==> config.mk <==
export PLATFORM = sky130hd
export DESIGN_NAME = pi_link_scheduler
export DESIGN_NICKNAME = d
export VERILOG_FILES = /design/src/rtl/pi_link_scheduler.sv
export SDC_FILE = /design/constraint.sdc
export NUM_CORES = 1
export LEC_CHECK = 0
export ABC_CLOCK_PERIOD_IN_PS = 3660
export BUFFER_PORTS_ARGS = -buffer_cell sky130_fd_sc_hd__buf_2
export CAP_MARGIN = 5
export CORE_UTILIZATION = 48
export DETAILED_ROUTE_END_ITERATION = 10
export PLACE_DENSITY = 0.8
export SETUP_SLACK_MARGIN = 0.05
export SYNTH_ARGS = -nofsm -noshare
export SYNTH_HDL_FRONTEND = slang
export SYNTH_SLANG_ARGS = --single-unit
==> constraint.sdc <==
create_clock -name sclk -period 3.66 [get_ports sclk]
set_clock_uncertainty 0.05 [all_clocks]
set_input_delay 1.098 -clock sclk [delete_from_list [all_inputs] [get_ports sclk]]
set_output_delay 1.098 -clock sclk [all_outputs]
set_load 0.005 [all_outputs]
==> src/rtl/pi_link_scheduler.sv <==
// pi_link_scheduler
//   Shares the single 10-bit voltage link to the Raspberry Pi among N_CH
//   sample sources. A round-robin arbiter picks a requester while idle, captures
//   its sample and starts a serializer frame. The voltage and channel tag stay
//   stable for the whole frame, and an idle gap follows before the next grant.
//
// Ports
//   sclk     in   link clock, all state updates on posedge
//   reset    in   asynchronous, active-high reset
//   enable   in   permits new frames (never aborts a frame in flight)
//   req      in   [N_CH]     per-channel request, held until ack
//   data     in   [10*N_CH]  per-channel sample, channel k at [10k+9:10k]
//   ack      out  [N_CH]     one-hot capture pulse, coincident with start
//   start    out  serializer start, one cycle per frame
//   voltage  out  [10]       sample being sent, held until the next capture
//   chan     out  [clog2(N_CH)] channel tag of voltage
//   busy     out  high from start through the end of the gap
module pi_link_scheduler #(
   parameter int N_CH      = 4,
   parameter int FRAME_CYC = 16,
   parameter int GAP_CYC   = 2
) (
   input  logic                    sclk,
   input  logic                    reset,
   input  logic                    enable,
   input  logic [N_CH-1:0]         req,
   input  logic [10*N_CH-1:0]      data,
   output logic [N_CH-1:0]         ack,
   output logic                    start,
   output logic [9:0]              voltage,
   output logic [$clog2(N_CH)-1:0] chan,
   output logic                    busy
);
   localparam int CW      = $clog2(N_CH);
   localparam int CNT_MAX = (FRAME_CYC > GAP_CYC) ? FRAME_CYC : GAP_CYC;
   localparam int CNT_W   = $clog2(CNT_MAX + 1);

   typedef enum logic [1:0] {S_IDLE, S_START, S_HOLD, S_GAP} state_t;

   state_t            state_q, state_d;
   logic [CNT_W-1:0]  cnt_q, cnt_d;
   logic [CW-1:0]     ptr_q, ptr_d;
   logic [CW-1:0]     chan_q, chan_d;
   logic [9:0]        volt_q, volt_d;
   logic [N_CH-1:0]   ack_q, ack_d;
   logic              start_q, start_d;

   // Round-robin search: rotate the request vector so the pointer sits at
   // bit 0, take the lowest set bit, then map the offset back to a channel.
   logic [2*N_CH-1:0] req_rot;
   logic [CW-1:0]     gnt_off;
   logic [CW:0]       gnt_sum;
   logic [CW-1:0]     gnt_idx;
   logic              gnt_vld;
   logic [9:0]        gnt_data;

   assign req_rot = {req, req} >> ptr_q;

   always_comb begin
      gnt_vld = 1'b0;
      gnt_off = '0;
      for (int i = 0; i < N_CH; i++) begin
         if (!gnt_vld && req_rot[i]) begin
            gnt_vld = 1'b1;
            gnt_off = CW'(i);
         end
      end
      gnt_sum = {1'b0, ptr_q} + {1'b0, gnt_off};
      if (gnt_sum >= (CW+1)'(N_CH))
         gnt_sum = gnt_sum - (CW+1)'(N_CH);
      gnt_idx  = gnt_sum[CW-1:0];
      gnt_data = '0;
      for (int c = 0; c < N_CH; c++) begin
         if (gnt_idx == CW'(c))
            gnt_data = data[10*c +: 10];
      end
   end

   always_comb begin
      state_d = state_q;
      cnt_d   = cnt_q;
      ptr_d   = ptr_q;
      chan_d  = chan_q;
      volt_d  = volt_q;
      ack_d   = '0;
      start_d = 1'b0;
      unique case (state_q)
         S_IDLE: begin
            if (enable && gnt_vld) begin
               state_d = S_START;
               start_d = 1'b1;
               ack_d   = N_CH'(1) << gnt_idx;
               chan_d  = gnt_idx;
               volt_d  = gnt_data;
               ptr_d   = (gnt_idx == CW'(N_CH-1)) ? '0 : gnt_idx + CW'(1);
            end
         end
         S_START: begin
            // START is the first frame cycle; HOLD covers the remaining ones.
            state_d = S_HOLD;
            cnt_d   = CNT_W'(FRAME_CYC - 2);
         end
         S_HOLD: begin
            if (cnt_q == '0) begin
               if (GAP_CYC == 0) begin
                  state_d = S_IDLE;
               end else begin
                  state_d = S_GAP;
                  cnt_d   = CNT_W'(GAP_CYC - 1);
               end
            end else begin
               cnt_d = cnt_q - CNT_W'(1);
            end
         end
         S_GAP: begin
            if (cnt_q == '0) state_d = S_IDLE;
            else             cnt_d   = cnt_q - CNT_W'(1);
         end
         default: state_d = S_IDLE;
      endcase
   end

   always_ff @(posedge sclk or posedge reset) begin
      if (reset) begin
         state_q <= S_IDLE;
         cnt_q   <= '0;
         ptr_q   <= '0;
         chan_q  <= '0;
         volt_q  <= '0;
         ack_q   <= '0;
         start_q <= 1'b0;
      end else begin
         state_q <= state_d;
         cnt_q   <= cnt_d;
         ptr_q   <= ptr_d;
         chan_q  <= chan_d;
         volt_q  <= volt_d;
         ack_q   <= ack_d;
         start_q <= start_d;
      end
   end

   assign ack     = ack_q;
   assign start   = start_q;
   assign voltage = volt_q;
   assign chan    = chan_q;
   assign busy    = (state_q != S_IDLE);

endmodule

==> impl_metrics.yaml <==
logic_synthesis:
  synthArstFlopShare_pct: 100
  ys_top_cells_by_area: "dfrtp_1 41%, a21oi_1 8.8%, ha_1 7.1%, nor2_1 5.2%, a221oi_1 5.0%"
  syn_inst: 176
  ys_ff_latch: 26
  yosys.area.top_type: "dfrtp_1"
  yosys_warnings: 0
  synth_area_per_cell_um2: 9.04
  synth_cell_type_count: 35
  ys.flop_type: "dfrtp_1"
  synth_area_um2: 1590
  synth_top_area_share_pct: 40.9
  synth_nets: 232
  synth_seq_area_share_pct: 40.9
  synth_edf_count: 0
layout:
  drive_gt1_share_pct: 34.3
  syn_to_final_growth_pct: 28.1
  n_fill_cell: 286
  multi_input_area_um2: 856
  stdcell_area_um2: 2040
  fin_nets: 299
  most-common-layout-cells: "64 x buf_2, 28 x a21oi_1, 26 x dfrtp_1"
  final_common_cell: "buf_2"
  seq_area_um2: 651
  antenna_cells: 0
global_route:
  grt_pass1_vias: 1352
  grt_overflow: 0
  track_usage_pct: 21.1
  grt_start_max_net_pins: 30
  grt_pass1_wl_um: 5650
  antenna_found_initial: 0
sta:
  worst_slew_pin_slew_ps: 1120
  tns_ps: 0
  drv_slew: 0
  fmax_ghz: 0.296
  fin_crit_sh_pct: 92.2
  setup_ws_ps: 286
  rsz0062_at_grt: "no"
  finalSetupViolCount: 0
  min_period_ps: 3370
  hold_viol_final: 0
  whs_ps: 473
  max_slew_margin_pct: 25.2
critical_path:
  critPathCaptureType: "flop"
  path_class: "input port to flop"
  cp-start-kind: "input port"
  startpoint: "req[3]"
  path_max_fanout: 9
  required_ps: 3860
  worstPathArrival_ps: 3570
  r2r-start: "ptr_q[1]"
clocking:
  hold_buffers: 0
  clk_latency_ps: 310
  clock_path_buffers: 2
  clockRootBuffer: "clkbuf_4"
  cts_tree: "yes"
  cts_buffers: 3
  cts_sinks: 26
  clk_pin_slew_ps: 140
  h-tree-depth: 1
placement:
  gp_congestion: 0.861
  port_buffers: 64
  dpl.hpwl_um: 2730
  placed_area_um2: 2000
  place_ws_ps: -229
routing:
  finalWirelength_um: 3630
  drc: 0
  drt_iter0_markers: 57
  ant_nets: 0
  num_vias: 1541
  wire_per_inst_um: 12.7
  via_per_inst: 5.39
  firstDrtPassIters: 4
power:
  p_per_area_nw_per_um2: 998
  peakVddDrop_mv: 0.444
  p_leak_nw: 0.983
floorplanning:
  io_pins: 65
  fp.dieW_um: 59.6
  die_y_um: 59.6
  core_area_um2: 3100
  die-area_um2: 3550
  rows: 20
  start_util_pct: 51.2
worst_hold_path:
  hold_start: "voltage[8]"
  hold_path.class: "flop to flop"
job:
  maxCapViolations: 0
outcome:
  status: "finished, final reports clean"
logic make-up after synthesis:
family / share of synthesized area [%]
AND/OR/NAND/NOR: 18.6
AO/OA/AOI/OAI: 24.4
flip-flops: 40.9
buffers and inverters: 5.59
adder cells (fa/ha/maj): 7.08
XOR/XNOR: 1.57
multiplexers: 1.89
flip-flops by register name, indices dropped and copies added (netlist names):
| name | count |
|---|---|
| ptr_q | 2 |
| ack | 4 |
| start | 1 |
| cnt_q | 5 |
| chan | 2 |
| voltage | 10 |
| state_q | 2 |
stage by stage:
| stage | util, % | power [W] | cells |
|---|---|---|---|
| after floorplan | - | 0.00147 | 176 |
| after global placement | 64.4 | 0.00186 | 282 |
| after detailed placement | 64.4 | 0.00189 | 282 |
| after CTS | 65.6 | 0.00204 | 286 |
| after global routing | 65.6 | 0.00226 | 286 |
| final | 65.6 | 0.00203 | 286 |
final cells by class:
class / count / share of cell area, %
multi-input cells: 131 / 42.0
flip-flops and latches: 26 / 31.9
repair buffers: 72 / 19.9
well taps: 44 / 2.70
clock buffers: 4 / 1.78
inverters: 9 / 1.66
metal layers:
layer | GRT usage, % | routed length (um) | vias to the layer above
met3 | 4.37 | 197 | 4
li1 | - | - | 762
met5 | 0 | 0 | -
met4 | 7.97 | 36 | 0
met1 | 27.5 | 1640 | 726
met2 | 34.5 | 1750 | 49
cells in the mapped netlist (4+ instances only):
master    number
a21oi_1       28
dfrtp_1       26
nor2_1        22
nor2b_1       12
nor3_1        10
a221oi_1       9
ha_1           9
inv_1          8
clkbuf_1       6
nand2_1        6
o21ai_0        5
and2_1         4
repair_timing:
action	CTS	global route
setup endpoints to repair	0	9
resized for setup	0	1
buffers inserted	0	0
critical path, stage by stage:
cell	delay (ps)
buf_2	120
nor2b_1	140
a21oi_1	110
nor2_1	50
a211oi_1	220
a21oi_1	80
ha_1	200
xor2_1	220
xnor2_2	150
inv_1	80
ha_1	210
nor2b_2	330
a221oi_1	130
nor3_1	220
a21oi_1	70
a21oi_1	140
final timing paths:
kind | end | slack (ps) | cells after the start
setup / recovery | voltage[7] | 290 | 16
hold / removal | voltage[8] | 470 | 1
setup reg to reg | voltage[7] | 680 | 15
hold reg to reg | voltage[8] | 470 | 1
max in group asynchronous | cnt_q[4] | 2040 | 2
min in group asynchronous | voltage[4] | 930 | 2
report_power, final:
| group | switching, W | total, W | leakage, nW | internal, W |
|---|---|---|---|---|
| Combinational | 0.000708 | 0.00139 | 0.653 | 0.000678 |
| Clock | 0.0000815 | 0.000142 | 0.0210 | 0.0000608 |
| Sequential | 0.0000919 | 0.000505 | 0.309 | 0.000413 |
No activity file was read; power rests on OpenSTA's default activity.
